==> src/rtl/cpu_pkg.sv <==
// Shared CPU definitions: fetch FSM states and opcode-field helpers.
// The decoder reuses the opcode constants and extract function.
package cpu_pkg;

   localparam int unsigned INS_WORD_SIZE = 8;
   localparam int unsigned OPC_SIZE      = 4;
   localparam logic [OPC_SIZE-1:0] HALT_OP = 4'b1111;

   typedef enum logic [1:0] {
      IDLE,
      RUN,
      DRAIN,
      HALTED
   } fetch_state_t;

   function automatic logic [OPC_SIZE-1:0] opcode_of(input logic [INS_WORD_SIZE-1:0] ins);
      return ins[INS_WORD_SIZE-1 -: OPC_SIZE];
   endfunction

endpackage

==> src/rtl/fetch_controller.sv <==
// Instruction fetch sequencer: owns the PC, drives ins_memory's address and
// hands fetched words to decode over a valid/ready handshake; stops on HALT.
module fetch_controller
   import cpu_pkg::*;
#(
   parameter int unsigned          WORD_SIZE  = 8,
   parameter int unsigned          INDEX_SIZE = 4,
   parameter int unsigned          OPC_SIZE   = cpu_pkg::OPC_SIZE,
   parameter logic [OPC_SIZE-1:0]  HALT_OP    = cpu_pkg::HALT_OP
) (
   input  logic                  clk,
   input  logic                  rst_n,
   input  logic                  start,
   input  logic [WORD_SIZE-1:0]  ins_val,
   output logic [INDEX_SIZE-1:0] prog_count,
   output logic [WORD_SIZE-1:0]  ir_out,
   output logic [INDEX_SIZE-1:0] ir_pc,
   output logic                  ir_valid,
   input  logic                  ir_ready,
   input  logic                  redirect_valid,
   input  logic [INDEX_SIZE-1:0] redirect_pc,
   output logic                  halted,
   output logic                  busy
);

   fetch_state_t          state;
   logic [INDEX_SIZE-1:0] pc;
   logic [OPC_SIZE-1:0]   opcode;
   logic                  load;

   assign prog_count = pc;
   assign opcode     = ins_val[WORD_SIZE-1 -: OPC_SIZE];
   assign load       = (state == RUN) && (!ir_valid || ir_ready) && !redirect_valid;

   always_ff @(posedge clk or negedge rst_n) begin
      if (!rst_n) begin
         state    <= IDLE;
         pc       <= '0;
         ir_out   <= '0;
         ir_pc    <= '0;
         ir_valid <= 1'b0;
         halted   <= 1'b0;
         busy     <= 1'b0;
      end else begin
         case (state)
            IDLE: begin
               if (start) begin
                  state <= RUN;
                  busy  <= 1'b1;
               end
            end

            RUN, DRAIN: begin
               // Redirect outranks both fetch and halt completion; an
               // instruction accepted in the same cycle is simply dropped.
               if (redirect_valid) begin
                  pc       <= redirect_pc;
                  ir_valid <= 1'b0;
                  state    <= RUN;
                  busy     <= 1'b1;
               end else if (state == RUN) begin
                  if (load) begin
                     ir_out   <= ins_val;
                     ir_pc    <= pc;
                     ir_valid <= 1'b1;
                     if (opcode == HALT_OP) begin
                        state <= DRAIN;
                     end else begin
                        pc <= pc + INDEX_SIZE'(1);
                     end
                  end
               end else if (ir_valid && ir_ready) begin
                  ir_valid <= 1'b0;
                  halted   <= 1'b1;
                  busy     <= 1'b0;
                  state    <= HALTED;
               end
            end

            HALTED: begin
               if (start) begin
                  pc     <= '0;
                  halted <= 1'b0;
                  busy   <= 1'b1;
                  state  <= RUN;
               end
            end

            default: state <= IDLE;
         endcase
      end
   end

endmodule

==> config.mk <==
export PLATFORM = sky130hd
export DESIGN_NAME = fetch_controller
export DESIGN_NICKNAME = d
export VERILOG_FILES = /design/src/rtl/cpu_pkg.sv /design/src/rtl/fetch_controller.sv
export SDC_FILE = /design/constraint.sdc
export NUM_CORES = 1
export LEC_CHECK = 0
export BUFFER_PORTS_ARGS = -buffer_cell sky130_fd_sc_hd__buf_2
export CORE_MARGIN = 2
export CORE_UTILIZATION = 25
export DETAILED_ROUTE_END_ITERATION = 12
export GPL_TIMING_DRIVEN = 0
export PLACE_DENSITY = 0.49
export SYNTH_ARGS = -nofsm -noshare
export SYNTH_HDL_FRONTEND = slang
export SYNTH_SLANG_ARGS = --single-unit
==> constraint.sdc <==
create_clock -name clk -period 3.39 [get_ports clk]
set_clock_uncertainty 0.2 [all_clocks]
set_input_delay 0.5085 -clock clk [delete_from_list [all_inputs] [get_ports clk]]
set_output_delay 0.5085 -clock clk [all_outputs]
set_load 0.02 [all_outputs]
==> metrics.yaml, run 1 <==
logic_synthesis:
  synth_top_area_share_pct: 48.1
  ys_warn_count: 0
  synth_area_leaders: "dfrtp_1 (48%), mux2_2 (12%), ha_1 (4.6%), o31ai_1 (3.4%), a31oi_1 (2.9%)"
  syn-instance-count: 96
  avgSynthCellArea_sq_um: 11.4
  synth_common_cells: "dfrtp_1 (21), mux2_2 (12), o21ai_0 (6)"
  synthMostInstantiatedCell: "dfrtp_1"
  ys.flop_type: "dfrtp_1"
  async_reset_ff_share_pct: 100
  synth_top_area_cell: "dfrtp_1"
  synth_seq_cells: 21
  syn-cell-area_sq_um: 1090
  synth_edf_count: 0
  synth_nets: 117
  ys_seq_area_share_pct: 48.1
  synth_cell_types: 33
timing:
  rsz0062_at_grt: "false"
  finalSetupTns_ns: 0
  hold_ws_ns: -0.00243
  period_minus_slack_ns: 2.05
  hold_viol: 6
  worst_pin_slew_ns: 0.491
  fmax_ghz: 0.487
  setup_viol: 0
  fin_crit_sh_pct: 60.5
  drv_slew: 0
  timing.slew.headroom_pct: 67.3
final_layout:
  num_antenna_cells: 0
  instances_no_fill: 187
  final.fill_count: 448
  finalNetCount: 157
  drive_gt1_share_pct: 45.9
  syn2layout_area_growth_pct: 26.2
global_routing:
  grt_max_degree: 22
  grt.overflow.total: 0
  grt_pass1_wl_microns: 4370
  antenna_found_initial: 0
  grt_use_total_pct: 11.2
  grt_pass1_vias: 921
power:
  internal_power_uw: 773
  leakage_uw: 0.000632
  power.share.switching_pct: 42.4
  p_comb_share_pct: 54.2
  pwr-share-clk_pct: 12.5
  peakVddDrop_v: 0.000204
  power_density_nw_per_um2: 973
  p_seq_share_pct: 33.3
  p_sw_uw: 569
detailed_routing:
  first_pass_iters: 4
  drt-wirelength-per-cell_microns: 13.4
  drt-vias-per-instance: 4.68
  postRouteAntennaNets: 0
  routed-via-count: 875
  drt_iter0_markers: 22
  drc: 0
  wirelength_microns: 2510
cts:
  cts_tree: "yes"
  cts-resized-gates: 0
  holdBufCountCts: 0
  cts_buffer_depth: 2
  post-cts-setup-buffers: 0
  root_buffer: "clkbuf_8"
  numCtsBuffers: 3
  clock-sinks: 21
  clk_pin_slew_ns: 0.08
  htreeDepth: 1
  insertion_delay_ns: 0.26
worst_setup_path:
  critPathMaxFanout: 7
  end_kind: "flop"
  crit_required_ns: 3.35
  critPathArrivalTime_ns: 2.01
  cp-start-kind: "flop"
  crit_type: "flop to flop"
status:
  status: "finished with violations"
  failed_checks: "hold timing"
floorplanning:
  initial_core_util_pct: 25.4
  io_pins: 36
  fp.coreArea_sq_um: 4290
  rows: 24
  die_y_microns: 70.1
  die_area_sq_um: 4910
  die_w_microns: 70.1
worst_hold_path:
  hp-class: "primary input to asynchronous set/reset pin"
placed_design:
  numPortBuffers: 35
  gp_congestion: 0.838
  placedCellCount: 183
job:
  maxCapViolCount: 0
[placed cells by master, fill, tap and decap left out, types with 4 or more instances in the layout]
| master | Yosys | routed |
|---|---|---|
| mux2_2 | 12 | 12 |
| nand2_1 | 5 | 5 |
| nor2_1 | 4 | 4 |
| o31ai_1 | 5 | 5 |
| o21ai_0 | 6 | 6 |
| buf_2 | 2 | 37 |
| a31oi_1 | 5 | 5 |
| ha_1 | 4 | 4 |
| dfrtp_1 | 21 | 21 |
[power groups by stage]
stage | Clock, uW | Combinational, uW | Sequential, uW
6_report | 167 | 728 | 447
5_1_grt | 186 | 799 | 469
4_1_cts | 176 | 741 | 450
3_5_place_dp | 0 | 740 | 456
3_3_place_gp | 0 | 722 | 447
2_1_floorplan | 0 | 405 | 572
[kinds of logic (layout without fill, tap and decap cells)]
family | after synthesis | after routing | synth area share [%]
AND/OR/NAND/NOR | 24 | 24 | 12.0
multiplexers | 14 | 14 | 14.2
adder cells (fa/ha/maj) | 4 | 4 | 4.58
flip-flops | 21 | 21 | 48.1
buffers and inverters | 6 | 45 | 2.29
AO/OA/AOI/OAI | 27 | 27 | 18.8
[critical path: stages (launching register included)]
cell and delay, ns:
dfrtp_1 0.43, ha_1 0.39, or2_1 0.27, and2_4 0.16
or2_4 0.24, a22o_2 0.25
[state kept, by name, summed over array words and instances, names as in the netlist]
name	flops
ir_out	8
halted	1
prog_count	4
ir_valid	1
ir_pc	4
busy	1
state	2
[routing by layer]
metal / track usage, % / share of wire [%] / up-vias / routed length (microns)
li1: - / - / 432 / -
met1: 12.7 / 41 / 423 / 1030
met2: 20.1 / 53 / 18 / 1330
met3: 2.45 / 4.9 / 2 / 124
met4: 4.49 / 0.84 / 0 / 21
met5: 0 / 0 / - / 0
[path summary, 6_finish.rpt]
check | startpoint | to | slack (ns) | cells after the start
max | state[0] | prog_count[3] | 1.34 | 5
min | rst_n | prog_count[0] | -0.002 | 1
max reg2reg | state[0] | prog_count[3] | 1.34 | 5
min reg2reg | ir_out[6] | ir_out[6] | 0.31 | 1
max in group asynchronous | rst_n | ir_out[4] | 2.66 | 1
min in group clk | ins_val[3] | ir_out[3] | 0.28 | 2
[per-stage QoR]
stage                     hold WS [ns]  setup WS [ns]  utilization (%)  cell area, sq um  total power [uW]
after floorplan                 0.0129           1.45                -              1090               977
after detailed placement         0.288           1.35             31.0              1330              1200
after CTS                       0.0180           1.33             32.1              1380              1370
final                         -0.00243           1.34             32.1              1380              1340
after global placement           0.282           1.35             31.0              1330              1170
after global routing            0.0486           1.25             32.1              1380              1450
[area by class of cell]
class	instances	area, sq um	area share [%]
Buffer	3	13.8	0.998
Tap cell	52	65.1	4.72
Timing Repair Buffer	35	175	12.7
Clock inverter	1	5.00	0.363
Multi-Input combinational cell	69	542	39.3
Inverter	3	11.3	0.817
Sequential cell	21	526	38.1
Clock buffer	3	41.3	2.99
(Power assumes the default switching activity.)
==> run 2: changes to the inputs <==
ABC_AREA = 1   (was unset)
clock period = 2.1 ns   (was 3.39 ns; I/O delays follow)
==> run 2 against run 1 <==
  * The run now ends clean
  * Flip-flop and latch count unchanged
  * Critical path depth increased by 3
  * Non-clock buffer count decreased by 1
  * Power increased by 69%
  * Count of clock-buffer cells in the layout unchanged
  * Setup slack got worse by 1.1 ns
  * Area after synthesis increased by 1.7%
  * Critical path type unchanged
  * Largest cell class unchanged
==> metrics.yaml, run 2 <==
cts:
  clk_pin_slew_ns: 0.08  # about the same
  cts_tree: "yes"
  cts_buffer_depth: 2  # unchanged
  clock-sinks: 21  # unchanged
  numCtsBuffers: 3  # unchanged
  cts-resized-gates: 0  # unchanged
  htreeDepth: 1  # unchanged
  post-cts-setup-buffers: 0  # unchanged
  insertion_delay_ns: 0.26  # about the same
  root_buffer: "clkbuf_8"
logic_synthesis:
  synth_area_leaders: "dfrtp_1 (47%), nand2_1 (9.5%), mux2_4 (8.1%), nor2_1 (5.4%), ha_1 (4.5%)"
  ys_warn_count: 0  # unchanged
  synth_seq_cells: 21  # unchanged
  synth_top_area_share_pct: 47.3  # -0.81 points
  synth_nets: 141  # +21%
  avgSynthCellArea_sq_um: 9.26  # -19%
  synth_edf_count: 0  # unchanged
  synth_top_area_cell: "dfrtp_1"
  syn-cell-area_sq_um: 1110  # +1.7%
  synth_common_cells: "nand2_1 (28), dfrtp_1 (21), nor2_1 (16), inv_1 (11)"
  synthMostInstantiatedCell: "nand2_1"
  async_reset_ff_share_pct: 100  # unchanged
  ys_seq_area_share_pct: 47.3  # -0.81 points
  syn-instance-count: 120  # +25%
  ys.flop_type: "dfrtp_1"
  synth_cell_types: 18  # -45%
worst_setup_path:
  critPathArrivalTime_ns: 1.77  # -0.24 ns
  critPathMaxFanout: 6  # -1
  cp-start-kind: "flop"
  crit_required_ns: 2.06  # -1.29 ns
  crit_slowest_cell: "dfrtp_1"
  cp_common_cell: "nand2_1"
  crit_type: "flop to flop"
  slowest_delay_ns: 0.43  # about the same
  end_kind: "flop"
  path_cells: "ha_1 > nor2_1 > nand2_1 > nor2_1 > a21oi_1 > nand2_1 > nand2_1 > nand2_1"
final_layout:
  final.fill_count: 473  # +5.6%
  largest_register_ffs: 8  # unchanged
  final_common_cell: "buf_2"
  syn2layout_area_growth_pct: 26.7
  instances_no_fill: 212  # +13%
  mostFrequentLayoutCells: "buf_2 (35), nand2_1 (28), dfrtp_1 (21)"
  regMostFlops: "ir_out"
  num_antenna_cells: 0  # unchanged
  finalNetCount: 182  # +16%
  fin_util_pct: 32.6  # +0.44 points
  drive_gt1_share_pct: 34.4  # -12 points
worst_hold_path:
  hp-class: "primary input to flop"
global_routing:
  grt_use_total_pct: 11.1  # -0.11 points
  grt_max_degree: 22  # unchanged
  grt.overflow.total: 0  # unchanged
  antenna_found_initial: 0  # unchanged
  grt_pass1_vias: 962  # +4.5%
  grt_pass1_wl_microns: 4450  # +1.7%
timing:
  fmax_ghz: 0.551  # +13%
  worst_pin_slew_ns: 0.499  # +0.00848 ns
  hold_viol: 0  # -6
  fin_crit_sh_pct: 86.4  # +26 points
  rsz0062_at_grt: "false"
  finalSetupTns_ns: 0  # unchanged
  timing.slew.headroom_pct: 66.7  # -0.57 points
  drv_slew: 0  # unchanged
  fin_ws_ns: 0.285  # -1.05 ns
  period_minus_slack_ns: 1.81  # -0.238 ns
  setup_viol: 0  # unchanged
placed_design:
  gp_congestion: 0.822  # -1.9%
  dp_hpwl_microns: 1860
  numPortBuffers: 35  # unchanged
  place_ws_ns: 0.295  # -1.05 ns
  placedCellCount: 207  # +13%
detailed_routing:
  postRouteAntennaNets: 0  # unchanged
  routed-via-count: 909  # +3.9%
  drt-vias-per-instance: 4.29  # -8.4%
  drt-wirelength-per-cell_microns: 11.6  # -14%
  drc: 0  # unchanged
  wirelength_microns: 2450  # -2.2%
  first_pass_iters: 4  # unchanged
  drt_iter0_markers: 70  # +220%
floorplanning:
  die_w_microns: 70.7  # +0.81%
  die_y_microns: 70.7  # +0.81%
  rows: 24  # unchanged
  initial_core_util_pct: 25.7  # +0.26 points
  fp.coreArea_sq_um: 4320  # +0.70%
  io_pins: 36  # unchanged
  die_area_sq_um: 4990  # +1.6%
power:
  leakage_uw: 0.000734  # +16%
  p_seq_share_pct: 32.5  # -0.8 points
  p_sw_uw: 1020  # +79%
  peakVddDrop_v: 0.000605  # +200%
  power.share.switching_pct: 45.0  # +2.6 points
  p_comb_share_pct: 55.6  # +1.4 points
  pwr-share-clk_pct: 11.9  # -0.6 points
  internal_power_uw: 1250  # +61%
  power_density_nw_per_um2: 1610  # +66%
status:
  status: "finished clean"
job:
  maxCapViolCount: 0  # unchanged
run 2: critical path: cells and delay by family, from the launching register on:
kind	cells	cell delay, ns
adder cells (fa/ha/maj)	1	0.41
AND/OR/NAND/NOR	6	0.46
flip-flops	1	0.43
AO/OA/AOI/OAI	1	0.21
run 2: final timing paths:
check / startpoint / endpoint / slack (ns) / cells past startpoint
max in group asynchronous: rst_n / prog_count[2] / 1.01 / 2
max: state[0] / state[1] / 0.29 / 8
max reg2reg: state[0] / state[1] / 0.29 / 8
min: ins_val[3] / ir_out[3] / 0.09 / 2
min in group asynchronous: rst_n / ir_out[6] / 0.35 / 2
min reg2reg: ir_pc[2] / ir_pc[2] / 0.29 / 2
run 2: power groups by stage:
stage | Sequential, uW | Combinational [uW] | Clock (uW)
after floorplan | 944 | 723 | 0
after global placement | 739 | 1260 | 0
after global routing | 780 | 1420 | 302
after detailed placement | 750 | 1270 | 0
final | 737 | 1260 | 270
after CTS | 743 | 1280 | 285
run 2: layout make-up:
type                            count  area (sq um)  share of cell area, %
Clock inverter                      1          5.00                  0.356
Sequential cell                    21           526                   37.3
Buffer                              1          11.3                  0.800
Timing Repair Buffer               36           185                   13.2
Inverter                           11          41.3                   2.93
Tap cell                           52          65.1                   4.62
Multi-Input combinational cell     87           533                   37.9
Clock buffer                        3          41.3                   2.93
run 2: stage by stage:
| step | power (uW) | area (sq um) | hold WS (ns) |
|---|---|---|---|
| finish | 2270 | 1410 | 0.0878 |
| global route | 2500 | 1410 | 0.0835 |
| CTS | 2310 | 1410 | 0.0781 |
| detailed placement | 2020 | 1350 | 0.121 |
| global placement | 2000 | 1350 | 0.110 |
| floorplan | 1670 | 1110 | -0.181 |
run 2: kinds of logic after synthesis:
kind of cell    share of synthesized area [%]
compound gates                           7.88
fa+ha+maj                                4.50
buf+inv                                  4.73
flops                                    47.3
mux                                      12.2
simple gates                             23.4
run 2: routing by layer:
metal | part of all wire (%) | up-vias | track usage, % | wire length (microns)
met2 | 46 | 25 | 18.6 | 1140
met4 | 0.45 | 0 | 1.26 | 11
li1 | - | 477 | - | -
met1 | 47 | 405 | 14.0 | 1150
met3 | 6.4 | 2 | 4.42 | 158
met5 | 0 | - | 0 | 0
run 2: what timing repair did:
item	CTS	global route
endpoints found under the setup margin	0	0
hold buffers	1	0
endpoints found under the hold margin	21	0
==> run 3: changes to the inputs <==
ABC_AREA = unset   (was 1)
==> run 3 against run 2 <==
  * Setup slack got worse by 0.22 ns
  * Hold slack about the same
  * Cell count decreased by 11%
  * Sequential power decreased by 2%
  * Wire length increased by 4.9%
  * Core utilization about the same
  * Critical path type unchanged
==> metrics.yaml, run 3 (same netlist as run 1, synthesis figures left out) <==
status:
  status: "finished clean"
worst_setup_path:
  cp_common_cell: "or2_4"
  crit_type: "flop to flop"
  r2r_start: "state[0]"
  critPathArrivalTime_ns: 1.99  # +0.22 ns
  rr_endpoint: "prog_count[3]"
  end_kind: "flop"
  cp-start-kind: "flop"
  regToRegSetupSlack_ns: 0.06  # -0.22 ns
  crit_slowest_cell: "dfrtp_1"
  critPathMaxFanout: 8  # +2
  crit_required_ns: 2.06  # about the same
  path_cells: "ha_1 > or2_4 > and2_4 > or2_4 > a22o_2"
  slowest_delay_ns: 0.43  # about the same
  reg2regPathDepth: 5  # -3
global_routing:
  grt_max_degree: 22  # unchanged
  grt_use_total_pct: 11.2  # +0.11 points
  grt_pass1_wl_microns: 4370  # -1.7%
  grt.overflow.total: 0  # unchanged
  antenna_found_initial: 0  # unchanged
  grt_pass1_vias: 921  # -4.3%
floorplanning:
  rows: 24  # unchanged
  io_pins: 36  # unchanged
  die_y_microns: 70.1  # -0.80%
  die_w_microns: 70.1  # -0.80%
  fp.coreArea_sq_um: 4290  # -0.69%
  initial_core_util_pct: 25.4  # -0.26 points
  die_area_sq_um: 4910  # -1.6%
final_layout:
  stdcell_area_sq_um: 1400  # -0.62%
  num_antenna_cells: 0  # unchanged
  fin_util_pct: 32.6  # about the same
  largest_register_ffs: 8  # unchanged
  finalNetCount: 158  # -13%
  drive_gt1_share_pct: 47.8  # +13 points
  final.fill_count: 447  # -5.5%
  syn2layout_area_growth_pct: 28.1
  mostFrequentLayoutCells: "buf_2 (37), dfrtp_1 (21), mux2_2 (12)"
  final_common_cell: "buf_2"
  regMostFlops: "ir_out"
timing:
  hold_viol: 0  # unchanged
  finalSetupTns_ns: 0  # unchanged
  timing.slew.headroom_pct: 67.0  # +0.34 points
  fin_crit_sh_pct: 97.0  # +11 points
  hold_ws_ns: 0.0875  # -0.000343 ns
  fmax_ghz: 0.491  # -11%
  rsz0062_at_grt: "false"
  fin_ws_ns: 0.0627  # -0.223 ns
  setup_viol: 0  # unchanged
  period_minus_slack_ns: 2.04  # +0.223 ns
  worst_pin_slew_ns: 0.494  # -0.00504 ns
  drv_slew: 0  # unchanged
detailed_routing:
  drt-wirelength-per-cell_microns: 13.7  # +18%
  drc: 0  # unchanged
  drt-vias-per-instance: 4.80  # +12%
  first_pass_iters: 4  # unchanged
  drt_iter0_markers: 16  # -77%
  postRouteAntennaNets: 0  # unchanged
  routed-via-count: 902  # -0.77%
  wirelength_microns: 2570  # +4.9%
cts:
  root_buffer: "clkbuf_8"
  post-cts-setup-buffers: 0  # unchanged
  cts_tree: "yes"
  htreeDepth: 1  # unchanged
  insertion_delay_ns: 0.26  # about the same
  clock-sinks: 21  # unchanged
  cts_buffer_depth: 2  # unchanged
  clk_pin_slew_ns: 0.08  # about the same
  numCtsBuffers: 3  # unchanged
job:
  maxCapViolCount: 0  # unchanged
worst_hold_path:
  hp-class: "primary input to flop"
  hold_end: "ir_out[1]"
  worstHoldPathCells: 2  # unchanged
  hold_start: "ins_val[1]"
placed_design:
  gp_congestion: 0.838  # +1.9%
  numPortBuffers: 35  # unchanged
  post_dp_cell_area_sq_um: 1330  # -1.4%
  place_ws_ns: 0.0559  # -0.239 ns
power:
  leakage_uw: 0.000638  # -13%
  peakVddDrop_v: 0.000328  # -46%
  power_density_nw_per_um2: 1580  # -2.2%
-- run 3: cell count changes in the layout (fill, tap and decap cells not counted), sizes merged, moves of 4 or more --
| cell | previous run | this run |
|---|---|---|
| nor2 | 17 | 4 |
| nand3 | 9 | 2 |
| o21ai | 11 | 6 |
| inv | 11 | 3 |
| nand2b | 0 | 4 |
| nand2 | 28 | 5 |
| a31oi | 0 | 6 |
| o31ai | 0 | 5 |
-- run 3: cell type report --
cell class / count / area, sq um / area share (%)
multi-input combinational: 69 / 552 / 39.4
sequential: 21 / 526 / 37.6
timing repair buffer: 36 / 185 / 13.2
tap: 52 / 65.1 / 4.65
clock buffer: 3 / 41.3 / 2.95
buffer: 3 / 13.8 / 0.984
inverter: 3 / 11.3 / 0.805
clock inverter: 1 / 5.00 / 0.358
-- run 3: through the flow --
step                total power [uW]  instances
floorplan                       1580         96
global placement                1890        183
detailed placement              1930        183
CTS                             2210        188
global route                    2380        188
finish                          2200        188
-- run 3: worst max-delay path by stage --
stage	to	start	cells past startpoint	slack, ns
5_1_grt	prog_count[3]	state[1]	6	0.002
4_1_cts	prog_count[3]	state[1]	6	0.04
6_report	prog_count[3]	state[0]	5	0.06
2_1_floorplan	prog_count[3]	state[0]	5	0.16
3_5_place_dp	prog_count[3]	state[1]	6	0.06
3_3_place_gp	prog_count[3]	state[0]	5	0.06
-- run 3: what timing repair did --
item / CTS / global route
hold endpoints to repair: 21 / 0
gates resized for setup: 0 / 3
hold buffers: 1 / 0
endpoints found under the setup margin: 0 / 4
-- run 3: report_power, final --
part           total (uW)  internal, uW  switching, uW
registers             724           590            134
logic                1210           548            664
clock network         268           132            136
total                2200          1270            934
-- run 3: worst max-delay path, delay by kind of cell (launching register included) --
kind / cells / cell delay (ns)
flip-flops: 1 / 0.43
AO/OA/AOI/OAI: 1 / 0.26
adder cells (fa/ha/maj): 1 / 0.34
AND/OR/NAND/NOR: 3 / 0.70
-- run 3: per-layer routing --
metal	track usage, %	up-vias	wire, microns
li1	-	436	-
met1	12.7	436	1060
met2	20.1	23	1320
met3	2.45	7	138
met4	4.49	0	58
met5	0	-	0
